File: src/rtl/memory_arbiter_pkg.sv
// Shared types for the memory arbiter: FSM states, memory operation kind
// and a helper that picks the D-cache operation.
// Optional feature macro: MEMORY_ARBITER_ROUND_ROBIN_EN (round-robin between caches).
package memory_arbiter_pkg;

  typedef enum logic [1:0] {
    IDLE,
    GRANT_I,
    GRANT_D,
    COOLDOWN
  } arb_state_t;

  typedef enum logic [0:0] {
    OP_READ,
    OP_WRITE
  } mem_op_t;

  // A write-through store must never be dropped, so a pending write wins over a read
  function automatic mem_op_t d_op_select(input logic write_request);
    return write_request ? OP_WRITE : OP_READ;
  endfunction

endpackage

File: src/rtl/memory_arbiter_arb_select.sv
// Combinational winner selection between the I-cache and the D-cache.
// With MEMORY_ARBITER_ROUND_ROBIN_EN defined, simultaneous requests go to the
// requester not served last; otherwise the D-cache always wins.
module arb_select (
  input  logic i_req,
  input  logic d_req,
`ifdef MEMORY_ARBITER_ROUND_ROBIN_EN
  input  logic last_d,
`endif
  output logic grant_i,
  output logic grant_d
);

  // Pick at most one winner from the currently asserted requests
  always_comb begin
    grant_i = 1'b0;
    grant_d = 1'b0;
`ifdef MEMORY_ARBITER_ROUND_ROBIN_EN
    if (i_req && d_req) begin
      grant_d = ~last_d;
      grant_i = last_d;
    end else begin
      grant_d = d_req;
      grant_i = i_req;
    end
`else
    grant_d = d_req;
    grant_i = i_req & ~d_req;
`endif
  end

endmodule

File: src/rtl/memory_arbiter.sv
// Arbiter sharing one external memory port between the I-cache (read only)
// and the D-cache (read / write-through). One transaction at a time; the
// winning request is latched at grant and the completion is routed back
// only to the granted cache.
// Optional feature macro: MEMORY_ARBITER_ROUND_ROBIN_EN (round-robin between caches).
module memory_arbiter
  import memory_arbiter_pkg::*;
#(
  parameter int ADDR_WIDTH = 32,
  parameter int DATA_WIDTH = 32
) (
  input  logic                  clk,
  input  logic                  rst_n,
  input  logic                  i_read_request,
  input  logic [ADDR_WIDTH-1:0] i_addr,
  output logic                  i_response,
  output logic [DATA_WIDTH-1:0] i_read_data,
  input  logic                  d_read_request,
  input  logic                  d_write_request,
  input  logic [ADDR_WIDTH-1:0] d_addr,
  input  logic [DATA_WIDTH-1:0] d_write_data,
  output logic                  d_response,
  output logic [DATA_WIDTH-1:0] d_read_data,
  output logic                  memory_read_request,
  output logic                  memory_write_request,
  input  logic                  memory_response,
  output logic [ADDR_WIDTH-1:0] memory_addr,
  output logic [DATA_WIDTH-1:0] memory_write_data,
  input  logic [DATA_WIDTH-1:0] memory_read_data,
  output logic                  busy
);

  arb_state_t state;
  mem_op_t    d_op;
  logic       d_req;
  logic       grant_i;
  logic       grant_d;
`ifdef MEMORY_ARBITER_ROUND_ROBIN_EN
  logic       last_d;
`endif

  assign d_req = d_read_request | d_write_request;
  assign d_op  = d_op_select(d_write_request);

  arb_select u_arb_select (
    .i_req   (i_read_request),
    .d_req   (d_req),
`ifdef MEMORY_ARBITER_ROUND_ROBIN_EN
    .last_d  (last_d),
`endif
    .grant_i (grant_i),
    .grant_d (grant_d)
  );

  // Sequence grant -> wait for memory -> one cooldown cycle, latching the winner's request
  always_ff @(posedge clk) begin
    if (!rst_n) begin
      state                <= IDLE;
      memory_read_request  <= 1'b0;
      memory_write_request <= 1'b0;
      memory_addr          <= '0;
      memory_write_data    <= '0;
      busy                 <= 1'b0;
`ifdef MEMORY_ARBITER_ROUND_ROBIN_EN
      last_d               <= 1'b0;
`endif
    end else begin
      case (state)
        IDLE: begin
          if (grant_d) begin
            state                <= GRANT_D;
            memory_addr          <= d_addr;
            memory_write_data    <= d_write_data;
            memory_read_request  <= (d_op == OP_READ);
            memory_write_request <= (d_op == OP_WRITE);
            busy                 <= 1'b1;
`ifdef MEMORY_ARBITER_ROUND_ROBIN_EN
            last_d               <= 1'b1;
`endif
          end else if (grant_i) begin
            state                <= GRANT_I;
            memory_addr          <= i_addr;
            memory_write_data    <= '0;
            memory_read_request  <= 1'b1;
            memory_write_request <= 1'b0;
            busy                 <= 1'b1;
`ifdef MEMORY_ARBITER_ROUND_ROBIN_EN
            last_d               <= 1'b0;
`endif
          end
        end
        GRANT_I, GRANT_D: begin
          if (memory_response) begin
            state                <= COOLDOWN;
            memory_read_request  <= 1'b0;
            memory_write_request <= 1'b0;
          end
        end
        COOLDOWN: begin
          state <= IDLE;
          busy  <= 1'b0;
        end
        default: begin
          state <= IDLE;
        end
      endcase
    end
  end

  // Completion is forwarded only to the granted cache and never while reset is applied
  assign i_response  = rst_n & (state == GRANT_I) & memory_response;
  assign d_response  = rst_n & (state == GRANT_D) & memory_response;
  assign i_read_data = memory_read_data;
  assign d_read_data = memory_read_data;

endmodule

File: config.mk
export PLATFORM = sky130hd
export DESIGN_NAME = memory_arbiter
export DESIGN_NICKNAME = d
export VERILOG_FILES = /design/src/rtl/memory_arbiter_pkg.sv /design/src/rtl/memory_arbiter_arb_select.sv /design/src/rtl/memory_arbiter.sv
export SDC_FILE = /design/constraint.sdc
export NUM_CORES = 1
export LEC_CHECK = 0
export ABC_AREA = 0
export CAP_MARGIN = 15
export CORE_AREA = 8 8 99 101
export DETAILED_ROUTE_END_ITERATION = 7
export DIE_AREA = 0 0 107 109
export DONT_BUFFER_PORTS = 1
export PLACE_DENSITY_LB_ADDON = 0.3
export SLEW_MARGIN = 20
export SYNTH_ARGS = -nofsm -noshare
export SYNTH_HDL_FRONTEND = slang
export SYNTH_SLANG_ARGS = --single-unit
File: constraint.sdc
create_clock -name clk -period 1.9 [get_ports clk]
set_input_delay 0.19 -clock clk [delete_from_list [all_inputs] [get_ports clk]]
set_output_delay 0.19 -clock clk [all_outputs]
set_load 0.02 [all_outputs]
==> qor.yml <==
fin_ws_ns: 0.2213
cts_setup_buffers: 0
htree_levels: 3
hold_path_depth: 2
crit_buf_inv: 3
layout-drive-gt1-share_pct: 8.966
r2r_slack_ns: 0.22
cts_inserted_buffers: 9
reg2regPathDepth: 7
via_count: 2199
hpwl_um: 6047
synth.distinct_cells: 27
area_growth_pct: 4.599
drv_slew: 0
synthAdderAreaFrac_pct: 1.949
critPathSlowestCell: "dfxtp_1"
portBuffers: 0
syn_area_um2: 3211
ir_worst_vdd_mv: 0.6616
wl_per_cell_um: 22.64
cp.required_ns: 2.17
grt.total_usage_pct: 14.41
nets: 425
cts_tree: "built"
slowest_delay_ns: 0.33
finalCritPeriodShare_pct: 88.35
endpoint_kind: "flip-flop"
synth_top_family_by_area: "compound AO/OA/AOI/OAI gates"
wl_um: 9012
hold_class: "in2reg"
clk_latency_ns: 0.33
fin_skew_ns: 0.006464
place_ws_ns: 0.1022
clock_sinks: 69
drtIter0Drc: 122
antennaDiodeCount: 0
rsz0062_at_grt: "false"
hold_end: "memory_read_request"
gp_congestion: 0.7293
clk_path_buf_depth: 2
design_area_um2: 3358
syn-instance-count: 319
start_util_pct: 38.31
cp.arrival_ns: 1.94
crit_fanout: 37
fin_tns_setup_ns: 0
coreArea_um2: 8381
grt_max_degree: 38
seq_area_frac_synth_pct: 43.02
postRouteAntennaNets: 0
grt_pass1_vias: 2274
powerDensity_nw_per_um2: 1707
finish.utilization_pct: 40.07
synth-compound-area-share_pct: 21.12
grt_antenna_before_repair: 0
clockRootBuffer: "clkbuf_8"
synth.avg_cell_area_um2: 10.06
yosysWarnings: 0
drc_errors: 0
synth_nets: 458
synth-simple-area-share_pct: 3.546
rr_endpoint: "memory_addr[26]"
timing.slew.headroom_pct: 50.76
status: "finished, final reports clean"
ys_ff_latch: 69
vias_per_cell: 5.525
leakage_nw: 1.304
worst_slew_pin_slew_ns: 0.7369
ioPinCount: 267
setup_violations: 0
maxCapViolCount: 0
min_period_ns: 1.679
grt_overflow: 0
fmax_mhz: 595.7
dieHeight_um: 109
cp-start-kind: "flip-flop"
fin_hold_ws_ns: 0.01756
grt_pass1_wl_um: 13040
die_area_um2: 11660
synth-xor-area-share_pct: 0
path_clk_slew_ns: 0.08
synth.mux.area_fraction_pct: 9.977
die_w_um: 107
firstDrtPassIters: 4
worstPathCellList: "inv_1, ha_1, buf_4, o31a_2, buf_6, o21ai_0, a21oi_1"
min_from: "rst_n"
critPathKind: "reg2reg"
fp-row-count: 34
place_area_um2: 2751
r2r-start: "state[0]"
finalHoldViolCount: 0
crit_family: "compound AO/OA/AOI/OAI gates"
cells in the final DEF (no fill, tap or decap):
cell type,n
buf_2,1
nor2_4,4
a2111oi_1,1
mux2i_1,32
bufinv_16,3
o21ai_1,20
o32ai_1,1
and3_1,2
o22ai_1,1
inv_1,6
nand2b_1,1
dfxtp_1,69
ha_1,5
buf_4,3
nor3b_1,2
o21ai_0,15
inv_6,1
a22o_1,32
dlygate4sd3_1,34
o211ai_1,2
o31a_2,1
nor3_1,1
o41ai_1,1
nor4b_4,1
nor2b_1,1
clkbuf_8,10
nand2_1,4
buf_6,1
nor2_1,1
a21oi_1,33
clkinv_4,1
per-stage QoR:
step	total power, W	std cells
floorplan	0.004181	319
global placement	0.004137	347
detailed placement	0.004173	347
CTS	0.005737	397
global route	0.006063	398
finish	0.005732	398
area by class of cell:
type	instances	area, um^2
fillers	765	5022
flip-flops and latches	69	1381
multi-input cells	161	1195
repair buffers	39	379.1
clock buffers	10	137.6
well taps	108	135.1
clock inverters	5	107.6
inverters	6	22.52
kinds of logic (layout without fill, tap and decap cells):
family                     count (synthesis)  after routing
DFF                                       69             69
adders and majority gates                  5              5
AOI/OAI and AO/OA                        107            107
buffers and inverters                     90             60
and+or+nand+nor                           16             17
muxes                                     32             32
how the worst max path moves through the flow:
stage / startpoint / endpoint / slack (ns) / depth (start not counted)
after floorplan: state[0] / state[0] / 0.45 / 5
after global placement: state[1] / memory_write_data[26] / -0.03 / 5
after detailed placement: state[1] / memory_write_data[4] / 0.10 / 6
after CTS: state[1] / memory_write_data[17] / 0.09 / 6
after global routing: state[1] / memory_addr[26] / 0.07 / 7
final: state[0] / memory_addr[26] / 0.22 / 7
what timing repair did:
action / 4_1_cts / 5_1_grt
gates resized for setup: 0 / 3
hold buffers: 35 / 0
setup endpoints to repair: 0 / 33
hold endpoints to repair: 62 / 0
metal layers:
| layer | vias to the layer above | track usage [%] | share of wire, % |
|---|---|---|---|
| li1 | 1013 | - | - |
| met1 | 992 | 14.86 | 35 |
| met2 | 135 | 23.36 | 50 |
| met3 | 59 | 5.260 | 9.5 |
| met4 | 0 | 11.86 | 5.5 |
| met5 | - | 0 | 0 |
worst register-to-register path, cell delays in order, from the launching register on:
cell and delay, ns:
dfxtp_1 0.33, inv_1 0.12, ha_1 0.19, buf_4 0.13
o31a_2 0.25, buf_6 0.28, o21ai_0 0.16, a21oi_1 0.15
cells in the mapped netlist (all sizes together):
| master | instances | area [um^2] |
|---|---|---|
| nor2b | 1 | 6.260 |
| o22ai | 1 | 6.260 |
| o211ai | 2 | 15.01 |
| nor3 | 1 | 5.000 |
| nor2 | 4 | 30.03 |
| o32ai | 1 | 8.760 |
| dfxtp | 69 | 1381 |
| clkbuf | 4 | 15.01 |
| o31a | 1 | 10.01 |
| and3 | 2 | 12.51 |
| nand2 | 4 | 15.01 |
| nor4b | 1 | 23.77 |
| nor3b | 2 | 15.01 |
| a22o | 32 | 280.3 |
| a2111oi | 1 | 8.760 |
| o41ai | 1 | 8.760 |
| nand2b | 1 | 6.260 |
| o21ai | 35 | 175.2 |
| buf | 80 | 616.8 |
| ha | 5 | 62.56 |
| mux2i | 32 | 320.3 |
| a21oi | 33 | 165.2 |
| inv | 6 | 22.52 |
registers in the layout, summed over array words and instances (netlist names):
| name | cells |
|---|---|
| state | 2 |
| memory_read_request | 1 |
| memory_write_data | 32 |
| memory_addr | 32 |
| memory_write_request | 1 |
| busy | 1 |
report_power, final:
part | leakage, nW | switching, W | total, W | internal (W)
registers | 0.571 | 0.000954 | 0.00290 | 0.00194
clock network | 0.123 | 0.000575 | 0.00148 | 0.000908
logic | 0.610 | 0.000790 | 0.00135 | 0.000561
Power figures use the tool's default switching activity.
